$ cat src/rtl/eth_pkg.sv
// Shared Ethernet TX definitions: FSM state encoding, source IDs and frame defaults.
// Used by the TX arbiter and by the frame generators that sit in front of it.
package eth_pkg;

  typedef enum logic [2:0] {
    ST_IDLE  = 3'd0,
    ST_GRANT = 3'd1,
    ST_XFER  = 3'd2,
    ST_DRAIN = 3'd3,
    ST_GAP   = 3'd4
  } eth_state_e;

  typedef enum logic {
    SRC_ARP = 1'b0,
    SRC_UDP = 1'b1
  } eth_src_e;

  localparam int ETH_IFG           = 12;
  localparam int ETH_MAX_FRAME     = 1526;
  localparam int ETH_START_TIMEOUT = 64;

  // On a tie the source that did not win last time is chosen.
  function automatic eth_src_e rr_pick(input logic arp_req, input logic udp_req,
                                       input eth_src_e last_winner);
    eth_src_e pick;
    if (arp_req && udp_req) begin
      pick = (last_winner == SRC_UDP) ? SRC_ARP : SRC_UDP;
    end else if (arp_req) begin
      pick = SRC_ARP;
    end else if (udp_req) begin
      pick = SRC_UDP;
    end else begin
      pick = last_winner;
    end
    return pick;
  endfunction

endpackage

$ cat src/rtl/arb_rr2.sv
// Two-way round-robin picker; remembers the last winner so ties alternate.
// The winner register only moves when the caller commits a grant via i_take.
module arb_rr2 import eth_pkg::*; (
  input  logic     clk,
  input  logic     rst,
  input  logic     i_arp_req,
  input  logic     i_udp_req,
  input  logic     i_take,
  output eth_src_e o_pick,
  output logic     o_valid
);

  eth_src_e r_last;

  // Last-winner register; UDP after reset so ARP wins the first tie.
  always_ff @(posedge clk or posedge rst) begin
    if (rst) begin
      r_last <= SRC_UDP;
    end else if (i_take) begin
      r_last <= o_pick;
    end else begin
      r_last <= r_last;
    end
  end

  assign o_pick  = rr_pick(i_arp_req, i_udp_req, r_last);
  assign o_valid = i_arp_req | i_udp_req;

endmodule

$ cat src/rtl/eth_tx_arbiter.sv
// Shares the GMII TX byte path between ARP and UDP sources: one grant per frame,
// registered byte forwarding, inter-frame gap, start timeout and length truncation.
module eth_tx_arbiter import eth_pkg::*; #(
  parameter int IFG_CYCLES    = ETH_IFG,
  parameter int START_TIMEOUT = ETH_START_TIMEOUT,
  parameter int MAX_LEN       = ETH_MAX_FRAME
) (
  input  logic        clk,
  input  logic        rst,
  input  logic        i_arp_req,
  output logic        o_arp_gnt,
  input  logic [7:0]  i_arp_data,
  input  logic        i_arp_vl,
  input  logic        i_udp_req,
  output logic        o_udp_gnt,
  input  logic [7:0]  i_udp_data,
  input  logic        i_udp_vl,
  output logic [7:0]  o_data,
  output logic        o_tx_en,
  output logic        o_busy,
  output logic        o_err_timeout,
  output logic        o_err_len,
  output logic [15:0] o_pkt_cnt
);

  localparam int BYTE_W = $clog2(MAX_LEN + 1);
  localparam int WAIT_W = $clog2(START_TIMEOUT + 1);
  localparam int GAP_W  = $clog2(IFG_CYCLES + 1);

  eth_state_e        r_state;
  eth_src_e          r_src;
  logic [7:0]        r_data;
  logic              r_tx_en;
  logic              r_arp_gnt;
  logic              r_udp_gnt;
  logic              r_busy;
  logic              r_err_timeout;
  logic              r_err_len;
  logic [15:0]       r_pkt_cnt;
  logic [BYTE_W-1:0] r_byte_cnt;
  logic [WAIT_W-1:0] r_wait_cnt;
  logic [GAP_W-1:0]  r_gap_cnt;

  eth_state_e        w_state_nxt;
  eth_src_e          w_src_nxt;
  eth_src_e          w_pick;
  logic              w_arb_valid;
  logic              w_take;
  logic [7:0]        w_data_nxt;
  logic              w_tx_en_nxt;
  logic              w_gnt_nxt;
  logic              w_err_timeout_nxt;
  logic              w_err_len_nxt;
  logic [15:0]       w_pkt_cnt_nxt;
  logic [BYTE_W-1:0] w_byte_cnt_nxt;
  logic [WAIT_W-1:0] w_wait_cnt_nxt;
  logic [GAP_W-1:0]  w_gap_cnt_nxt;
  logic              w_req;
  logic              w_vl;
  logic [7:0]        w_din;

  arb_rr2 u_arb (
    .clk       (clk),
    .rst       (rst),
    .i_arp_req (i_arp_req),
    .i_udp_req (i_udp_req),
    .i_take    (w_take),
    .o_pick    (w_pick),
    .o_valid   (w_arb_valid)
  );

  // Only the granted source is ever looked at.
  assign w_req = (r_src == SRC_ARP) ? i_arp_req  : i_udp_req;
  assign w_vl  = (r_src == SRC_ARP) ? i_arp_vl   : i_udp_vl;
  assign w_din = (r_src == SRC_ARP) ? i_arp_data : i_udp_data;

  // Next-state, next-output and counter logic for the frame FSM.
  always_comb begin
    w_state_nxt       = r_state;
    w_src_nxt         = r_src;
    w_take            = 1'b0;
    w_data_nxt        = 8'h00;
    w_tx_en_nxt       = 1'b0;
    w_err_timeout_nxt = 1'b0;
    w_err_len_nxt     = 1'b0;
    w_pkt_cnt_nxt     = r_pkt_cnt;
    w_byte_cnt_nxt    = r_byte_cnt;
    w_wait_cnt_nxt    = r_wait_cnt;
    w_gap_cnt_nxt     = r_gap_cnt;
    case (r_state)
      ST_IDLE: begin
        w_wait_cnt_nxt = WAIT_W'(0);
        w_byte_cnt_nxt = BYTE_W'(0);
        w_gap_cnt_nxt  = GAP_W'(0);
        if (w_arb_valid) begin
          w_state_nxt = ST_GRANT;
          w_src_nxt   = w_pick;
          w_take      = 1'b1;
        end else begin
          w_state_nxt = ST_IDLE;
        end
      end
      ST_GRANT: begin
        if (w_vl) begin
          w_state_nxt    = ST_XFER;
          w_data_nxt     = w_din;
          w_tx_en_nxt    = 1'b1;
          w_byte_cnt_nxt = BYTE_W'(1);
        end else if (!w_req) begin
          w_state_nxt = ST_IDLE;
        end else if (r_wait_cnt == WAIT_W'(START_TIMEOUT - 1)) begin
          w_state_nxt       = ST_GAP;
          w_err_timeout_nxt = 1'b1;
          w_gap_cnt_nxt     = GAP_W'(0);
        end else begin
          w_wait_cnt_nxt = r_wait_cnt + WAIT_W'(1);
        end
      end
      ST_XFER: begin
        if (!w_vl) begin
          w_state_nxt   = ST_GAP;
          w_pkt_cnt_nxt = r_pkt_cnt + 16'd1;
          w_gap_cnt_nxt = GAP_W'(0);
        end else if (r_byte_cnt == BYTE_W'(MAX_LEN)) begin
          // MAX_LEN bytes already out: drop the rest of this frame.
          w_state_nxt   = ST_DRAIN;
          w_err_len_nxt = 1'b1;
        end else begin
          w_data_nxt     = w_din;
          w_tx_en_nxt    = 1'b1;
          w_byte_cnt_nxt = r_byte_cnt + BYTE_W'(1);
        end
      end
      ST_DRAIN: begin
        if (!w_vl) begin
          w_state_nxt   = ST_GAP;
          w_gap_cnt_nxt = GAP_W'(0);
        end else begin
          w_state_nxt = ST_DRAIN;
        end
      end
      ST_GAP: begin
        if (r_gap_cnt == GAP_W'(IFG_CYCLES - 1)) begin
          w_state_nxt = ST_IDLE;
        end else begin
          w_gap_cnt_nxt = r_gap_cnt + GAP_W'(1);
        end
      end
      default: begin
        w_state_nxt = ST_IDLE;
      end
    endcase
    w_gnt_nxt = (w_state_nxt == ST_GRANT) || (w_state_nxt == ST_XFER) ||
                (w_state_nxt == ST_DRAIN);
  end

  // State, counters and all outputs registered here.
  always_ff @(posedge clk or posedge rst) begin
    if (rst) begin
      r_state       <= ST_IDLE;
      r_src         <= SRC_ARP;
      r_data        <= 8'h00;
      r_tx_en       <= 1'b0;
      r_arp_gnt     <= 1'b0;
      r_udp_gnt     <= 1'b0;
      r_busy        <= 1'b0;
      r_err_timeout <= 1'b0;
      r_err_len     <= 1'b0;
      r_pkt_cnt     <= 16'd0;
      r_byte_cnt    <= BYTE_W'(0);
      r_wait_cnt    <= WAIT_W'(0);
      r_gap_cnt     <= GAP_W'(0);
    end else begin
      r_state       <= w_state_nxt;
      r_src         <= w_src_nxt;
      r_data        <= w_data_nxt;
      r_tx_en       <= w_tx_en_nxt;
      r_arp_gnt     <= w_gnt_nxt && (w_src_nxt == SRC_ARP);
      r_udp_gnt     <= w_gnt_nxt && (w_src_nxt == SRC_UDP);
      r_busy        <= (w_state_nxt != ST_IDLE);
      r_err_timeout <= w_err_timeout_nxt;
      r_err_len     <= w_err_len_nxt;
      r_pkt_cnt     <= w_pkt_cnt_nxt;
      r_byte_cnt    <= w_byte_cnt_nxt;
      r_wait_cnt    <= w_wait_cnt_nxt;
      r_gap_cnt     <= w_gap_cnt_nxt;
    end
  end

  assign o_arp_gnt     = r_arp_gnt;
  assign o_udp_gnt     = r_udp_gnt;
  assign o_data        = r_data;
  assign o_tx_en       = r_tx_en;
  assign o_busy        = r_busy;
  assign o_err_timeout = r_err_timeout;
  assign o_err_len     = r_err_len;
  assign o_pkt_cnt     = r_pkt_cnt;

endmodule

$ cat config.mk
export PLATFORM = sky130hd
export DESIGN_NAME = eth_tx_arbiter
export DESIGN_NICKNAME = d
export VERILOG_FILES = /design/src/rtl/eth_pkg.sv /design/src/rtl/arb_rr2.sv /design/src/rtl/eth_tx_arbiter.sv
export SDC_FILE = /design/constraint.sdc
export NUM_CORES = 1
export LEC_CHECK = 0
export CAP_MARGIN = 10
export CORE_AREA = 10 10 86 88
export DETAILED_ROUTE_END_ITERATION = 16
export DIE_AREA = 0 0 96 98
export GPL_ROUTABILITY_DRIVEN = 0
export HOLD_SLACK_MARGIN = 0.15
export MAX_ROUTING_LAYER = met4
export PLACE_DENSITY_LB_ADDON = 0.3
export SLEW_MARGIN = 20
export SYNTH_ARGS = -nofsm -noshare
export SYNTH_HDL_FRONTEND = slang
export SYNTH_SLANG_ARGS = --single-unit
$ cat constraint.sdc
create_clock -name clk -period 4.2 [get_ports clk]
set_clock_uncertainty 0.05 [all_clocks]
set_input_delay 0.63 -clock clk [delete_from_list [all_inputs] [get_ports clk]]
set_output_delay 0.63 -clock clk [all_outputs]
set_load 0.03 [all_outputs]
==> reports/results.tsv <==
metric	value	unit
yosysUniqueCellTypes	48	
yosys_most_used_dff	dfrtp_1	
synthesis.area_per_instance	10.10	µm²
yosys_warnings	0	
hold_path.class	flip-flop to flip-flop	
hold_buffers	0	
static-leakage-power	1.565	nW
via_count_of_the_first_global_routing_pass	2244	
synthDominantAreaCellType	dfrtp_1	
status	finished, final reports clean	
synthMostInstantiatedCell	dfrtp_1	
synth_top_cell_area_share	0.5007	
dieArea	0.009408	mm²
total_negative_slack	0	ns
tritoncts.num_buffers	9	
xor_xnor_portion_of_the_synthesized_cell_area	0.05945	
period_minus_slack	2.517	ns
worst-setup-path-type	flip-flop to flip-flop	
cpPeakStageDelay	0.78	ns
tightestPinTransition	0.8975	ns
holdPathStages	1	
slew-limit-headroom	0.4008	
synth-adder-area-share	0.02235	
count_of_flip_flops_with_a_built_in_enable_after_synthesis	0	
mappedNetlistNets	304	
crit_chain	mux2i_2 -> a21oi_2 -> a2bb2oi_2 -> or4_1 -> a21oi_1	
grt_antenna_before_repair	0	
ys_async_sr_fraction	1.000	
pins_over_their_slew_limit	0	
layout_overhead_on_the_synthesized_area	27.22	%
worstReg2RegEnd	r_byte_cnt[7]	
cap_viol_max_count	0	
total_overflow_reported_by_the_global_router	0	
fmax	0.3973	GHz
effective_utilization_at_floorplan	0.4872	
drc_errors	0	
dr_total_vias	2255	
rsz0062_at_grt	no	
seq_area_frac_synth	0.5101	
reg_clk_slew_reported_paths	0.07	ns
yosys-mux-area-fraction	0.04560	
routed_wire_length_per_instance	15.52	µm
nets	359	
drt_iter0_markers	172	
critical_path.endpoint	r_byte_cnt[7]	
cts_root_buffer	clkbuf_8	
syn_area	0.002799	mm²
final_util	0.6198	
grt_start_max_net_pins	44	
timing.critical_path.max_delay_family	compound AO/OA/AOI/OAI gates	
worst-endpoint-required	4.41	ns
vdd_drop_max	278.4	µV
yosys-top-cells-count	dfrtp_1 (56), nor2_1 (29), nand2_1 (26)	
reg_to_reg_critical_path_startpoint	r_src	
power_density	559.4	mW/mm²
grt_pass1_wl	10740	µm
antenna_cells	0	
hpwlAfterDp	4575	µm
detail_route.vias_per_cell	5.473	
cts.htree.levels	3	
critical_path.startpoint_type	flip-flop	
ioPinCount	52	
synth_compound_gate_area_share	0.1270	
finalWirelength	6394	µm
wp_buf_inv	0	
synth.ff_latch_count	57	
report.final.hold_viol_count	0	
setup_slack_of_the_most_critical_reg_to_reg_path	1.68	ns
main_combinational_cell_family_by_area_after_synthesis	simple AND/OR/NAND/NOR gates	
final_min_period_over_clock_period	0.5993	
worstRegToRegCells	5	
ratio_of_cells_with_drive_above_1_in_the_final_layout	0.08309	
die_x	96	µm
post_cts_buffers	0	
finalSetupViolCount	0	
cp.depth	5	
placement_rows	28	
grt_use_total	0.1494	
numPortBuffers	51	
clkSinkCount	57	
postRouteAntennaNets	0	
cts_repair_resize_count	0	
post_synth_main_area_contributors	dfrtp_1 (50%), xnor2_1 (4.4%), nor2_1 (3.9%)	
max_clock_buf_depth	2	
core_area	0.005746	mm²
timing.critical_path.fanout_max	13	
slowest_library_cell_on_the_worst_path	dfrtp_1	
timing.critical_path.from	r_src	
tritoncts	done	
endpoint_kind	flip-flop	
netlist_instances	277	
simple_gate_share_of_the_synthesized_area	0.2056	
dr.pass1.iters	4	
clock_insertion_delay_worst_skew	0.35	ns
die_h	98	µm
timing.critical_path.arrival	2.73	ns
## per-stage QoR
stage	instance area [µm²]	hold WS, ns	setup slack [ns]	power (mW)	std cells
after floorplan	2799	0.3853	2.122	1.264	277
after global placement	3364	0.4110	1.441	1.469	396
after detailed placement	3364	0.4370	1.373	1.487	396
after CTS	3561	0.4486	1.688	2.008	412
after global routing	3561	0.4704	1.476	2.129	412
final	3561	0.4460	1.683	1.992	412
## cell type report
class | instances | area, µm²
Timing Repair Buffer | 52 | 518.0
Sequential cell | 57 | 1428
Clock inverter | 5 | 55.05
Multi-Input combinational cell | 202 | 1287
Tap cell | 75 | 93.84
Inverter | 10 | 37.54
Clock buffer | 11 | 141.4
Fill cell | 488 | 2185
## sequential cells by signal, indices dropped and copies added (netlist names)
register,cells
o_tx_en,1
r_state,3
o_udp_gnt,1
r_gap_cnt,4
r_wait_cnt,7
o_arp_gnt,1
o_busy,1
r_byte_cnt,11
o_pkt_cnt,16
r_src,1
o_data,8
o_err_timeout,1
u_arb.r_last,1
o_err_len,1
## power by group
part | switching [mW] | internal, mW | total (mW)
Clock | 0.224 | 0.288 | 0.512
Combinational | 0.433 | 0.276 | 0.709
Sequential | 0.124 | 0.646 | 0.771
Total | 0.782 | 1.21 | 1.99
## cells in the final DEF, fill, tap and decap left out, types with 5 or more instances in the layout
cell	Yosys	layout
a21oi_1	14	14
and3_1	8	8
clkbuf_8	0	10
clkdlybuf4s50_1	0	51
dfrtp_1	56	56
ha_1	5	5
inv_1	10	9
mux2i_1	8	8
nand2_1	26	26
nand3_1	16	16
nand4_1	5	5
nor2_1	29	29
nor3_1	5	5
o21ai_0	15	15
o31ai_1	5	5
xnor2_1	14	14
xor2_1	5	5
## how the worst min path moves through the flow
stage          slack, ns             to     startpoint
2_1_floorplan       0.39  o_err_timeout  r_wait_cnt[6]
3_3_place_gp        0.41  o_pkt_cnt[15]  o_pkt_cnt[15]
3_5_place_dp        0.44   o_pkt_cnt[7]   o_pkt_cnt[7]
4_1_cts             0.45   o_pkt_cnt[7]   o_pkt_cnt[7]
5_1_grt             0.47   o_pkt_cnt[7]   o_pkt_cnt[7]
6_report            0.45   o_pkt_cnt[7]   o_pkt_cnt[7]
## kinds of logic (layout without fill, tap and decap cells)
group / after synthesis / after routing
flip-flops: 57 / 57
multiplexers: 12 / 12
adder cells (fa/ha/maj): 5 / 5
buffers and inverters: 18 / 78
AO/OA/AOI/OAI: 52 / 52
XOR/XNOR: 19 / 19
AND/OR/NAND/NOR: 114 / 114
## layer usage
layer | share of wire | global-route usage | vias to the layer above
li1 | - | - | 1098
met1 | 0.44 | 0.1746 | 1095
met2 | 0.48 | 0.2149 | 51
met3 | 0.067 | 0.05972 | 11
met4 | 0.017 | 0.07719 | 0
met5 | 0 | - | -
Note: power is estimated with default switching activity, not from simulation.
